--- config.mk ---
export PLATFORM = sky130hd
export DESIGN_NAME = item_inventory_flat
export DESIGN_NICKNAME = d
export VERILOG_FILES = /design/src/rtl/item_inventory_pkg.sv /design/src/rtl/item_inventory_if.sv /design/src/rtl/item_inventory_slot.sv /design/src/rtl/item_inventory.sv /design/src/flat_wrapper.sv
export SDC_FILE = /design/constraint.sdc
export NUM_CORES = 1
export LEC_CHECK = 0
export BUFFER_PORTS_ARGS = -buffer_cell sky130_fd_sc_hd__buf_2
export CAP_MARGIN = 40
export CORE_ASPECT_RATIO = 0.5
export CORE_MARGIN = 3
export CORE_UTILIZATION = 41
export DETAILED_ROUTE_END_ITERATION = 7
export SLEW_MARGIN = 5
export SYNTH_ARGS = -nofsm -noshare
export SYNTH_HDL_FRONTEND = slang
export SYNTH_SLANG_ARGS = --single-unit
--- constraint.sdc ---
create_clock -name clk -period 3 [get_ports clk]
set_input_delay 0.3 -clock clk [delete_from_list [all_inputs] [get_ports clk]]
set_output_delay 0.3 -clock clk [all_outputs]
set_load 0.005 [all_outputs]
--- src/rtl/item_inventory_pkg.sv ---
// Shared types and helpers for the multi-item inventory tracker.
package inventory_pkg;

  typedef enum logic [1:0] {
    SLOT_EMPTY = 2'd0,
    SLOT_HELD  = 2'd1,
    SLOT_FULL  = 2'd2
  } slot_state_t;

  // Largest value a slot counter of the given width can hold before saturating.
  function automatic int max_cnt(input int cnt_w);
    return (1 << cnt_w) - 1;
  endfunction

endpackage

--- src/rtl/item_inventory_if.sv ---
// Request/status bundle between the game controller (master) and the inventory (slave).
interface item_inventory_if #(
  parameter int NUM_ITEMS = 4,
  parameter int CNT_W     = 3
);
  logic                       clear;
  logic [NUM_ITEMS-1:0]       pick;
  logic [NUM_ITEMS-1:0]       use_req;
  logic [NUM_ITEMS*CNT_W-1:0] count;
  logic [NUM_ITEMS-1:0]       have;
  logic [NUM_ITEMS-1:0]       found;
  logic                       all_found;
  logic                       new_item;
  logic [NUM_ITEMS-1:0]       use_denied;
  logic [NUM_ITEMS-1:0]       overflow;

  modport master (
    output clear, pick, use_req,
    input  count, have, found, all_found, new_item, use_denied, overflow
  );

  modport slave (
    input  clear, pick, use_req,
    output count, have, found, all_found, new_item, use_denied, overflow
  );
endinterface

--- src/rtl/item_inventory_slot.sv ---
// One inventory slot: saturating counter FSM with deny/overflow pulses.
// With INVENTORY_STICKY_EN defined, found is a sticky flop; otherwise it mirrors have.
module inventory_slot
  import inventory_pkg::*;
#(
  parameter int CNT_W = 3
) (
  input  logic             clk,
  input  logic             reset,
  input  logic             i_clear,
  input  logic             i_pick,
  input  logic             i_use_req,
  output logic [CNT_W-1:0] o_count,
  output logic             o_have,
  output logic             o_found,
  output logic             o_leave_empty,
  output logic             o_use_denied,
  output logic             o_overflow
);

  localparam logic [CNT_W-1:0] MAX = CNT_W'(max_cnt(CNT_W));
  localparam logic [CNT_W-1:0] ONE = CNT_W'(1);

  slot_state_t      r_state;
  slot_state_t      w_nextState;
  logic [CNT_W-1:0] r_count;
  logic [CNT_W-1:0] w_nextCount;
  logic             r_useDenied;
  logic             r_overflow;
  logic             w_deny;
  logic             w_ovf;

  always_ff @(posedge clk or posedge reset) begin
    if (reset) begin
      r_state     <= SLOT_EMPTY;
      r_count     <= '0;
      r_useDenied <= 1'b0;
      r_overflow  <= 1'b0;
    end else begin
      r_state     <= w_nextState;
      r_count     <= w_nextCount;
      r_useDenied <= w_deny;
      r_overflow  <= w_ovf;
    end
  end

  // A simultaneous pick and use cancel out, except on a full slot where the use wins.
  always_comb begin
    w_nextState = r_state;
    w_nextCount = r_count;
    w_deny      = 1'b0;
    w_ovf       = 1'b0;
    if (i_clear) begin
      w_nextState = SLOT_EMPTY;
      w_nextCount = '0;
    end else begin
      case (r_state)
        SLOT_EMPTY: begin
          if (i_pick && !i_use_req) begin
            w_nextCount = ONE;
            w_nextState = (ONE == MAX) ? SLOT_FULL : SLOT_HELD;
          end else if (i_use_req && !i_pick) begin
            w_deny = 1'b1;
          end
        end
        SLOT_HELD: begin
          if (i_pick && !i_use_req) begin
            w_nextCount = r_count + ONE;
            if (w_nextCount == MAX) w_nextState = SLOT_FULL;
          end else if (i_use_req && !i_pick) begin
            w_nextCount = r_count - ONE;
            if (w_nextCount == '0) w_nextState = SLOT_EMPTY;
          end
        end
        SLOT_FULL: begin
          if (i_use_req) begin
            w_nextCount = MAX - ONE;
            w_nextState = (MAX == ONE) ? SLOT_EMPTY : SLOT_HELD;
          end else if (i_pick) begin
            w_ovf = 1'b1;
          end
        end
        default: begin
          w_nextState = SLOT_EMPTY;
          w_nextCount = '0;
        end
      endcase
    end
  end

  assign o_count       = r_count;
  assign o_have        = (r_state != SLOT_EMPTY);
  assign o_leave_empty = (r_state == SLOT_EMPTY) && (w_nextState != SLOT_EMPTY);
  assign o_use_denied  = r_useDenied;
  assign o_overflow    = r_overflow;

`ifdef INVENTORY_STICKY_EN
  logic r_found;

  // Latches the first acquisition; only reset or clear forgets it.
  always_ff @(posedge clk or posedge reset) begin
    if (reset)        r_found <= 1'b0;
    else if (i_clear) r_found <= 1'b0;
    else if (o_leave_empty) r_found <= 1'b1;
  end

  assign o_found = r_found;
`else
  assign o_found = o_have;
`endif

endmodule

--- src/rtl/item_inventory.sv ---
// Multi-item inventory tracker: NUM_ITEMS independent slots plus shared event flags.
// Optional INVENTORY_STICKY_EN makes found/all_found sticky (handled inside each slot).
module item_inventory
  import inventory_pkg::*;
#(
  parameter int NUM_ITEMS = 4,
  parameter int CNT_W     = 3
) (
  input logic             clk,
  input logic             reset,
  item_inventory_if.slave bus
);

  logic [NUM_ITEMS*CNT_W-1:0] w_count;
  logic [NUM_ITEMS-1:0]       w_have;
  logic [NUM_ITEMS-1:0]       w_found;
  logic [NUM_ITEMS-1:0]       w_leave;
  logic [NUM_ITEMS-1:0]       w_deny;
  logic [NUM_ITEMS-1:0]       w_ovf;
  logic                       r_newItem;

  for (genvar gi = 0; gi < NUM_ITEMS; gi++) begin : g_slot
    inventory_slot #(.CNT_W(CNT_W)) u_slot (
      .clk           (clk),
      .reset         (reset),
      .i_clear       (bus.clear),
      .i_pick        (bus.pick[gi]),
      .i_use_req     (bus.use_req[gi]),
      .o_count       (w_count[gi*CNT_W +: CNT_W]),
      .o_have        (w_have[gi]),
      .o_found       (w_found[gi]),
      .o_leave_empty (w_leave[gi]),
      .o_use_denied  (w_deny[gi]),
      .o_overflow    (w_ovf[gi])
    );
  end

  // Clear forces every slot to stay empty, so no leave event can slip through it.
  always_ff @(posedge clk or posedge reset) begin
    if (reset) r_newItem <= 1'b0;
    else       r_newItem <= |w_leave;
  end

  assign bus.count      = w_count;
  assign bus.have       = w_have;
  assign bus.found      = w_found;
  assign bus.all_found  = &w_found;
  assign bus.new_item   = r_newItem;
  assign bus.use_denied = w_deny;
  assign bus.overflow   = w_ovf;

endmodule

--- src/flat_wrapper.sv ---
// flat-port wrapper written by rule: the top's interface ports become plain ports
module item_inventory_flat import inventory_pkg::*;
#(
  parameter int NUM_ITEMS = 4,
  parameter int CNT_W     = 3
)
  (clk, reset, bus_clear, bus_pick, bus_use_req, bus_count, bus_have, bus_found, bus_all_found, bus_new_item, bus_use_denied, bus_overflow);
  item_inventory_if #(.NUM_ITEMS(NUM_ITEMS), .CNT_W(CNT_W)) bus_i ();
  input logic clk;
  input logic reset;
  input wire logic [$bits(bus_i.clear)-1:0] bus_clear;
  input wire logic [$bits(bus_i.pick)-1:0] bus_pick;
  input wire logic [$bits(bus_i.use_req)-1:0] bus_use_req;
  output wire logic [$bits(bus_i.count)-1:0] bus_count;
  output wire logic [$bits(bus_i.have)-1:0] bus_have;
  output wire logic [$bits(bus_i.found)-1:0] bus_found;
  output wire logic [$bits(bus_i.all_found)-1:0] bus_all_found;
  output wire logic [$bits(bus_i.new_item)-1:0] bus_new_item;
  output wire logic [$bits(bus_i.use_denied)-1:0] bus_use_denied;
  output wire logic [$bits(bus_i.overflow)-1:0] bus_overflow;
  assign bus_i.clear = bus_clear;
  assign bus_i.pick = bus_pick;
  assign bus_i.use_req = bus_use_req;
  assign bus_count = bus_i.count;
  assign bus_have = bus_i.have;
  assign bus_found = bus_i.found;
  assign bus_all_found = bus_i.all_found;
  assign bus_new_item = bus_i.new_item;
  assign bus_use_denied = bus_i.use_denied;
  assign bus_overflow = bus_i.overflow;
  item_inventory #(.NUM_ITEMS(NUM_ITEMS), .CNT_W(CNT_W)) u_core (.clk(clk), .reset(reset), .bus(bus_i));
endmodule
### After elaboration in Yosys (flattened, before gate mapping)

Cells that the tools add are included.

| storage, ports and cells | value |
|---|---|
| bits of input ports | 11 |
| logic and storage cells | 179 |
| flip-flop bits (word level) | 29 |

| cells by class | value |
|---|---|
| add/subtract/negate cells | 8 |
| muxes and demuxes | 88 |
| reduce and logical (&&, ||, !) cells | 42 |
| eq/ne operators | 24 |

Operators with widths:

| cell | number |
|---|---|
| two-way mux 3 bit | 20 |
| two-way mux 2 bit | 28 |
| one-hot mux 3 bit (3 select lines) | 4 |
| two-way mux 1 bit | 32 |
| inequality test 3 bit (second input constant) | 8 |
| one-hot mux 2 bit (3 select lines) | 4 |
| inequality test 4 bit (second input constant) | 4 |
| nonzero test 2 bit | 8 |
| adder 3 x 1 -> 3 bit (second input constant) | 4 |
| == test 3 bit (second input constant) | 4 |
| logical AND 1 bit | 12 |
| zero test 3 bit | 4 |
| AND reduction 3 bit | 4 |
| subtractor 3 x 1 -> 3 bit (second input constant) | 4 |
| == test 2 x 1 -> 1 bit (second input constant) | 4 |
| == test 2 bit (second input constant) | 4 |
| zero test 1 bit | 8 |
| zero test 2 bit | 4 |
| AND reduction 4 bit | 1 |
| OR reduction 4 bit | 1 |

### Logic depth before layout (Yosys ltp)

Gate-level depths: netlist of run 1.

| logic depth | value |
|---|---|
| depth after elaboration | 10 |
| gate-level depth with buffers | 6 |
| mapped depth without buffers | 6 |

### Cells and area by module

From an unflattened synthesis of run 1, not the netlist that was laid out.

| second synthesis, totals | value |
|---|---|
| cell total of the unflattened synthesis | 230 |
| area, all modules | 2250.9 um^2 |

Modules (own cells, without submodules):

| module | times used | sequential area each (um^2) | cells each | area an instance (um^2) |
|---|---|---|---|---|
| inventory_slot (u_core.g_slot[0].u_slot ...) | 3 | 175.2 | 57 | 564.3 |
| inventory_slot (u_core.g_slot[3].u_slot) | 1 | 175.2 | 55 | 513.0 |
| item_inventory | 1 | 25.0 | 4 | 45.0 |

### Worst setup path before layout of run 1

OpenSTA, ideal clock, no wires.

| timing path | value |
|---|---|
| path kind | register -> register |
| from | reg u_core.g_slot[0].u_slot.r_state[1] |
| to | reg u_core.g_slot[0].u_slot.r_count[2] |
| cell stages (with the launch flop) | 6 |
| setup time | 0.131 ns |
| period minus slack after synthesis | 1.698 ns |
| setup slack | 1.302 ns |
| buffers on the path | 1 |
| arrival time | 1.566 ns |
| data required time | 2.869 ns |
| cells stage by stage | dfrtp_1 or3b_1 and4b_1 buf_6 a32o_1 or3_1 |

| between the ends | value |
|---|---|
| longest elaborated chain between the ends | 3 |
| elaborated cells on any way between the ends | 9 |
| classes of those cells | eq/ne (5); mux (2); reduce/logical (2) |

RTL lines:

| element | RTL line | RTL |
|---|---|---|
| start, declared | item_inventory_slot.sv:24 | `slot_state_t r_state;` |
| start signal, assigned | item_inventory_slot.sv:40 | `r_state <= w_nextState;` |
| == test 2 x 1 -> 1 bit, or another cell as far along | item_inventory_slot.sv:57 | `case (r_state)` |
| inequality test 4 bit (no source line), or another cell as far along | - |  |
| AND reduction 3 bit (no source line) / two-way mux 3 bit (equally long branches) | - |  |
| end signal, assigned | item_inventory_slot.sv:41 | `r_count <= w_nextCount;` |
| end, declared | item_inventory_slot.sv:26 | `logic [CNT_W-1:0] r_count;` |

Parallel ways exist; a longest one is shown, timed or not.
A chain may end at the register's enable or synchronous reset.

### Worst setup path after layout of run 1

| timing path | value |
|---|---|
| from | reg u_core.g_slot[2].u_slot.r_state[0] |
| to | out bus_all_found |

| between the ends | value |
|---|---|
| longest elaborated chain between the ends | 2 |

RTL lines:

| element | RTL line | RTL |
|---|---|---|
| start, declared | item_inventory_slot.sv:24 |  |
| start signal, assigned | item_inventory_slot.sv:40 |  |
| nonzero test 2 bit | item_inventory_slot.sv:92 | `assign o_have = (r_state != SLOT_EMPTY);` |
| AND reduction 4 bit | item_inventory.sv:47 | `assign bus.all_found = &w_found;` |
| end, declared | flat_wrapper.sv:17 | `output wire logic [$bits(bus_i.all_found)-1:0] bus_all_found;` |

No other way between the ends.

==> metrics.md, run 1 <==
| Metric | Value |
|---|---|
| Most common cell after layout, fill and taps aside | `buf_2` |
| Synth Register Bits | `29` |
| Crit Reg-Reg Endpoint | `u_core.g_slot[0].u_slot.o_count[2]` |
| R2R cell count | `4` |
| Worst setup path startpoint | `u_core.g_slot[2].u_slot.r_state[0]` |
| Vias/cell | `a little over 5` |
| Setup_tns | `0 ns` |
| Post-route DRC | `0` |
| Nets | `286` |
| Core area | `between 4000 and 5000 um2` |
| Max Transition Viols Final | `0` |
| Slew Limit Headroom | `0.569` |
| Clock Latency Late Sink | `approximately 0.28 ns` |
| Crit-path max FO | `13` |
| Critical Path Max Stage Delay | `roughly 0.56 ns` |
| Initial antenna violation count | `0` |
| Lkg Pwr | `between 1 and 1.5 nW` |
| Remaining global-route overflow | `0` |
| Worst Tran Pin Value | `about 0.65 ns` |
| Number of synthesized flops with an enable pin | `0` |
| Final Hold Viols | `0` |
| Worst vdd ir | `between 150 and 200 uV` |
| Hold-fix buffers, CTS | `0` |
| Syn Nets | `roughly 270` |
| CP Capture Point | `bus_all_found` |
| Final Power | `0.963 mW` |
| Outcome | `completed` |
| Register area share after synthesis | `0.342` |
| Syn Std Cell Area | `between 2000 and 2500 um2` |
| Die Y | `about 57 um` |
| Crit Path Category | `register to primary output` |
| Most frequent cells in the layout | `buf_2 (40), dfrtp_1 (29), nor2_1 (19), inv_1 (19), ha_1 (16)` |
| Global-route wire length before repair | `about 7.3 mm` |
| 1st-pass router iterations | `4` |
| Gr usage total | `0.149` |
| Setup violations, final | `0` |
| Setup crit end kind | `primary output` |
| CTS sink count | `29` |
| Place WS | `roughly 1.2 ns` |
| TritonCTS Buffers | `5` |
| Ys flop type | `dfrtp_1` |
| Hold crit path type | `primary input to async pin` |
| IO buf count | `40` |
| CP cell instances | `nor2_1, nor4_1, buf_2` |
| Finished Cell Area | `2350 um2` |
| CTS root buf | `clkbuf_8` |
| Tmin final | `around 1.8 ns` |
| Routed len/inst | `13.6 um` |
| ANT nets after route | `0` |
| Layout fillers | `460` |
| Hpwl dp | `between 3 and 4 mm` |
| Via count | `about 1700` |
| Synth unique cells | `50` |
| Worst clock skew | `0.00349 ns` |
| Post_cts resized | `0` |
| Initial Utilization | `0.453` |
| Crit path DAT | `roughly 1.5 ns` |
| Via count of the first global-routing pass | `between 1500 and 2000` |
| CTS clk-pin slew, worst paths | `0.07 ns` |
| Synthesis Warnings | `0` |
| Placed cell area | `about 2300 um2` |
| Die area | `about 6100 um2` |
| Max-cap viol count | `0` |
| TritonCTS clock tree | `yes` |
| Setup bufs post-CTS | `0` |
| Reg2Reg Setup Slack | `between 1 and 1.5 ns` |
| Chip Width | `108 um` |
| Power Density | `just over 400 nW/um2` |
| Synth Instances | `around 240` |
| R2R Path Start | `u_core.g_slot[0].u_slot.r_state[1]` |
| Largest net degree at the start of global routing | `38` |
| Iter 0 DRT Violations | `55` |
| Fraction of layout cells with a size suffix above 1 | `0.205` |
| Routability Congestion | `about 0.81` |
| Drt total wl | `around 4.4 mm` |
| # rows | `17` |
| Worst-case clock buffer depth | `2` |
| Worst setup margin | `approximately 1.2 ns` |
| Setup repair after global routing missed its margin | `no` |
| Fmax | `approximately 0.55 GHz` |
| Antenna diodes | `0` |
| I/O pins | `41` |
| Worst endpoint required time | `about 2.7 ns` |
| Area growth, synth to finish | `10.7%` |
| Tcrit/Tclk final | `0.605` |
| CTS HTree Levels | `2` |
| Asr flop ratio synth | `1.00` |
| Worst hold margin | `between 0.09 and 0.1 ns` |
| Critical path startpoint category | `register` |
| Mean Syn Cell Area | `about 8.9 um2` |
| CP max-delay cell | `dfrtp_1` |
power by group:
group	switching, mW	internal (mW)
Sequential	0.0271	0.409
Clock	0.152	0.182
Combinational	0.104	0.0879
layer usage:
layer,global-route usage,up-vias,share of wire
met5,0,-,0
met4,0.0324,0,0.0070
met3,0.0436,4,0.053
met2,0.224,36,0.43
met1,0.209,777,0.51
li1,-,851,-
cells in the mapped netlist (2+ instances only):
library cell	n	area, um2
a21oi_1	8	40.0
a22oi_1	2	15.0
a2bb2oi_1	2	17.5
a31oi_1	6	37.5
a32oi_1	3	26.3
and3_1	4	25.0
and4b_1	2	20.0
buf_1	2	7.51
buf_4	16	120
clkbuf_1	8	30.0
dfrtp_1	29	726
ha_1	16	200
inv_1	19	71.3
mux2_2	2	22.5
mux2i_1	6	60.1
nand2_1	14	52.6
nand2b_1	10	62.6
nand3_1	2	10.0
nand3b_1	2	15.0
nor2_1	19	71.3
nor2b_1	10	62.6
nor3_1	6	30.0
nor3b_1	2	15.0
nor4_1	3	18.8
o21ai_0	7	35.0
o2bb2ai_1	2	17.5
o31a_1	2	17.5
o32a_1	2	20.0
o32ai_1	3	26.3
or3_1	2	12.5
or3b_1	2	17.5
xnor2_1	3	26.3
xor2_1	5	43.8
layout make-up:
cell class                 instances  area [um2]  share of cell area
tap                               66        82.6              0.0351
sequential                        29         726               0.309
inverter                          19        71.3              0.0304
multi-input combinational        163        1160               0.492
clock buffer                       7        86.3              0.0367
timing repair buffer              41         228              0.0969
sequential cells by signal, indices dropped and copies added, names as in the netlist:
signal,flops
u_core.bus.new_item,1
u_core.g_slot.u_slot.o_count,12
u_core.g_slot.u_slot.o_overflow,4
u_core.g_slot.u_slot.o_use_denied,4
u_core.g_slot.u_slot.r_state,8
cells by family (layout without fill, tap and decap cells):
group | after synthesis | count (layout) | synth area share
adder cells (fa/ha/maj) | 16 | 16 | 0.0943
XOR/XNOR | 8 | 8 | 0.0330
buffers and inverters | 46 | 67 | 0.113
multiplexers | 8 | 8 | 0.0389
AND/OR/NAND/NOR | 86 | 86 | 0.226
AO/OA/AOI/OAI | 45 | 45 | 0.152
flip-flops | 29 | 29 | 0.342
worst min path at each step:
stage,endpoint,startpoint
final,u_core.g_slot[3].u_slot.o_use_denied,reset
after global routing,u_core.g_slot[3].u_slot.r_state[0],reset
after CTS,u_core.g_slot[3].u_slot.o_use_denied,reset
after detailed placement,u_core.g_slot[3].u_slot.o_use_denied,reset
after global placement,u_core.g_slot[1].u_slot.o_use_denied,bus_pick[1]
after floorplan,u_core.g_slot[3].u_slot.o_use_denied,bus_pick[3]
per-stage QoR:
step / util / std cells
2_1_floorplan: - / 238
3_3_place_gp: 0.478 / 317
3_5_place_dp: 0.484 / 318
4_1_cts: 0.502 / 325
5_1_grt: 0.502 / 325
6_report: 0.502 / 325
worst max-delay path: cells and delay by family (launching register included):
family / cells / cell delay [ns]
buffers and inverters: 1 / 0.17
flip-flops: 1 / 0.56
AND/OR/NAND/NOR: 2 / 0.51
No activity file was read; power rests on OpenSTA's default activity.
==> inputs of run 2 (changes only) <==
==> constraint.sdc (replaced) <==
create_clock -name clk -period 1.6 [get_ports clk]
set_input_delay 0.16 -clock clk [delete_from_list [all_inputs] [get_ports clk]]
set_output_delay 0.16 -clock clk [all_outputs]
set_load 0.005 [all_outputs]
==> run 2 against run 1 <==
First-iteration DRC count fell by 42%. Critical path depth rose by 1. Die area did not move. Wire length rose by 5.8%. Combinational power rose by 140%. Clock-buffer cell count did not move. Sequential power rose by 85%. Via count rose by 6.7%. Core utilization rose by 4.7 points.
==> metrics.md, run 2 (synthesized netlist as in run 1, its figures left out) <==
| Metric | Value |
|---|---|
| Outcome | `completed` |
| CTS clk-pin slew, worst paths | `0.06 ns (about the same)` |
| Place WS | `-0.0455 ns (-1.24 ns)` |
| Most frequent cells in the layout | `buf_2 (40), dfrtp_1 (27), buf_4 (23)` |
| Chip Width | `108 um (unchanged)` |
| Setup repair after global routing missed its margin | `yes` |
| Remaining global-route overflow | `0 (unchanged)` |
| Core area | `4680 um2 (unchanged)` |
| Lkg Pwr | `1.30 nW (+9.8%)` |
| Hpwl dp | `3.58 mm (+7.7%)` |
| Post-layout util | `0.549 (+0.0473)` |
| I/O pins | `41 (unchanged)` |
| CTS sink count | `29 (unchanged)` |
| Hold crit path type | `primary input to register` |
| Iter 0 DRT Violations | `32 (-42%)` |
| Layout fillers | `453 (-1.5%)` |
| TritonCTS clock tree | `yes` |
| # rows | `17 (unchanged)` |
| Tcrit/Tclk final | `0.996` |
| Area growth, synth to finish | `21.2%` |
| Power Density | `729 nW/um2 (+78%)` |
| Critical Path Max Stage Delay | `0.37 ns (-0.19 ns)` |
| Final Hold Viols | `0 (unchanged)` |
| Post-route DRC | `0 (unchanged)` |
| Area of the multi-input gates | `1200 um2 (+3.8%)` |
| Worst clock skew | `0.00261 ns (-0.000884 ns)` |
| Tmin final | `about 1.6 ns` |
| Crit Path Category | `register to register` |
| R2R cell count | `4 (unchanged)` |
| Via count | `1780 (+6.7%)` |
| Worst Tran Pin Value | `0.393 ns (-0.253 ns)` |
| Largest net degree at the start of global routing | `26 (-32%)` |
| Worst setup margin | `0.00636 ns (-1.18 ns)` |
| IO buf count | `40 (unchanged)` |
| Number of flip-flops in the largest register | `12 (unchanged)` |
| Die Y | `56.9 um (unchanged)` |
| 1st-pass router iterations | `4 (unchanged)` |
| Max-cap viol count | `0 (unchanged)` |
| Vias/cell | `5.10 (-0.62%)` |
| Most common cell after layout, fill and taps aside | `buf_2` |
| DP Cell Count | `336 (+5.7%)` |
| Setup crit end kind | `register` |
| Crit path DAT | `1.74 ns (+0.23 ns)` |
| Critical path startpoint category | `register` |
| Fraction of layout cells with a size suffix above 1 | `0.304 (+0.0993)` |
| Finished Cell Area | `2570 um2 (+9.4%)` |
| Routed len/inst | `13.4 um (-1.4%)` |
| Hold path cells | `2` |
| Antenna diodes | `0 (unchanged)` |
| Die area | `6130 um2 (unchanged)` |
| Setup violations, final | `0 (unchanged)` |
| Routability Congestion | `0.799 (-0.76%)` |
| Global-route wire length before repair | `7.89 mm (+8.0%)` |
| Worst-case clock buffer depth | `2 (unchanged)` |
| Gr usage total | `0.158 (+0.00994)` |
| Max Transition Viols Final | `0 (unchanged)` |
| Setup_tns | `0 ns (unchanged)` |
| Clock Latency Late Sink | `0.27 ns (about the same)` |
| Initial Utilization | `0.453 (unchanged)` |
| Final Power | `1.88 mW (+95%)` |
| Worst vdd ir | `446 uV (+160%)` |
| Fmax | `~0.63 GHz` |
| Placed cell area | `2390 um2 (+5.6%)` |
| Crit-path max FO | `2 (-11)` |
| ANT nets after route | `0 (unchanged)` |
| CP cell instances | `or3b_4, and4b_1, a32o_1, or3_1` |
| Drt total wl | `4.69 mm (+5.8%)` |
| Non-Filler Instances | `349 (+7.4%)` |
| Nets | `310 (+8.4%)` |
| Via count of the first global-routing pass | `1733 (+11%)` |
| Seq. cell area | `728 um2 (+0.34%)` |
| Initial antenna violation count | `0 (unchanged)` |
| CP max-delay cell | `dfrtp_1` |
| Worst hold margin | `0.102 ns (+0.00761 ns)` |
| CTS HTree Levels | `2 (unchanged)` |
| Worst endpoint required time | `1.75 ns (-0.95 ns)` |
| Slew Limit Headroom | `0.737 (+0.168)` |
| CTS root buf | `clkbuf_8` |
| TritonCTS Buffers | `5 (unchanged)` |
==> run 2: cell count changes in the layout (fill, tap and decap cells not counted), sizes merged <==
cell,delta
buf,+23
dlygate4sd3,+1
==> run 2: power by group <==
part | leakage, nW | total, mW | switching (mW) | internal (mW)
Clock | 0.0443 | 0.614 | 0.273 | 0.341
Combinational | 0.870 | 0.455 | 0.231 | 0.224
Sequential | 0.388 | 0.806 | 0.0367 | 0.769
==> run 2: path summary, 6_finish.rpt <==
| kind | startpoint | endpoint | slack [ns] |
|---|---|---|---|
| max in group asynchronous | reset | u_core.g_slot[1].u_slot.o_count[0] | 0.96 |
| hold reg to reg | u_core.g_slot[2].u_slot.r_state[0] | u_core.g_slot[2].u_slot.o_overflow | 0.50 |
| min in group asynchronous | reset | u_core.g_slot[0].u_slot.o_use_denied | 0.45 |
| setup reg to reg | u_core.g_slot[0].u_slot.r_state[1] | u_core.g_slot[0].u_slot.o_count[2] | 0.006 |
| hold / removal | bus_pick[1] | u_core.g_slot[1].u_slot.o_use_denied | 0.10 |
| setup / recovery | u_core.g_slot[0].u_slot.r_state[1] | u_core.g_slot[0].u_slot.o_count[2] | 0.006 |
==> run 2: cell type report <==
class                   count  area share
well taps                  66      0.0321
flip-flops and latches     29       0.283
inverters                  19      0.0277
multi-input cells         163       0.467
clock buffers               7      0.0336
repair buffers             65       0.157
==> run 2: what timing repair did <==
item                                    in CTS  in global routing
cloned                                       0                  0
pin swaps                                    0                  3
hold buffers                                 1                  0
endpoints found under the setup margin       3                  5
gates resized for setup                      1                 12
buffers inserted                             1                  4
hold endpoints to repair                    29                  0
==> run 2: routing by layer <==
layer  GRT usage  up-vias  part of all wire
met5           0        -                 0
met3      0.0482        0             0.064
met4      0.0126        0                 0
li1            -      903                 -
met2       0.251       42              0.46
met1       0.222      835              0.48
==> run 2: critical path, delay by kind of cell, from the launching register on <==
kind,cells,cell delay [ns]
compound gates,1,0.21
flops,1,0.37
simple gates,3,0.89
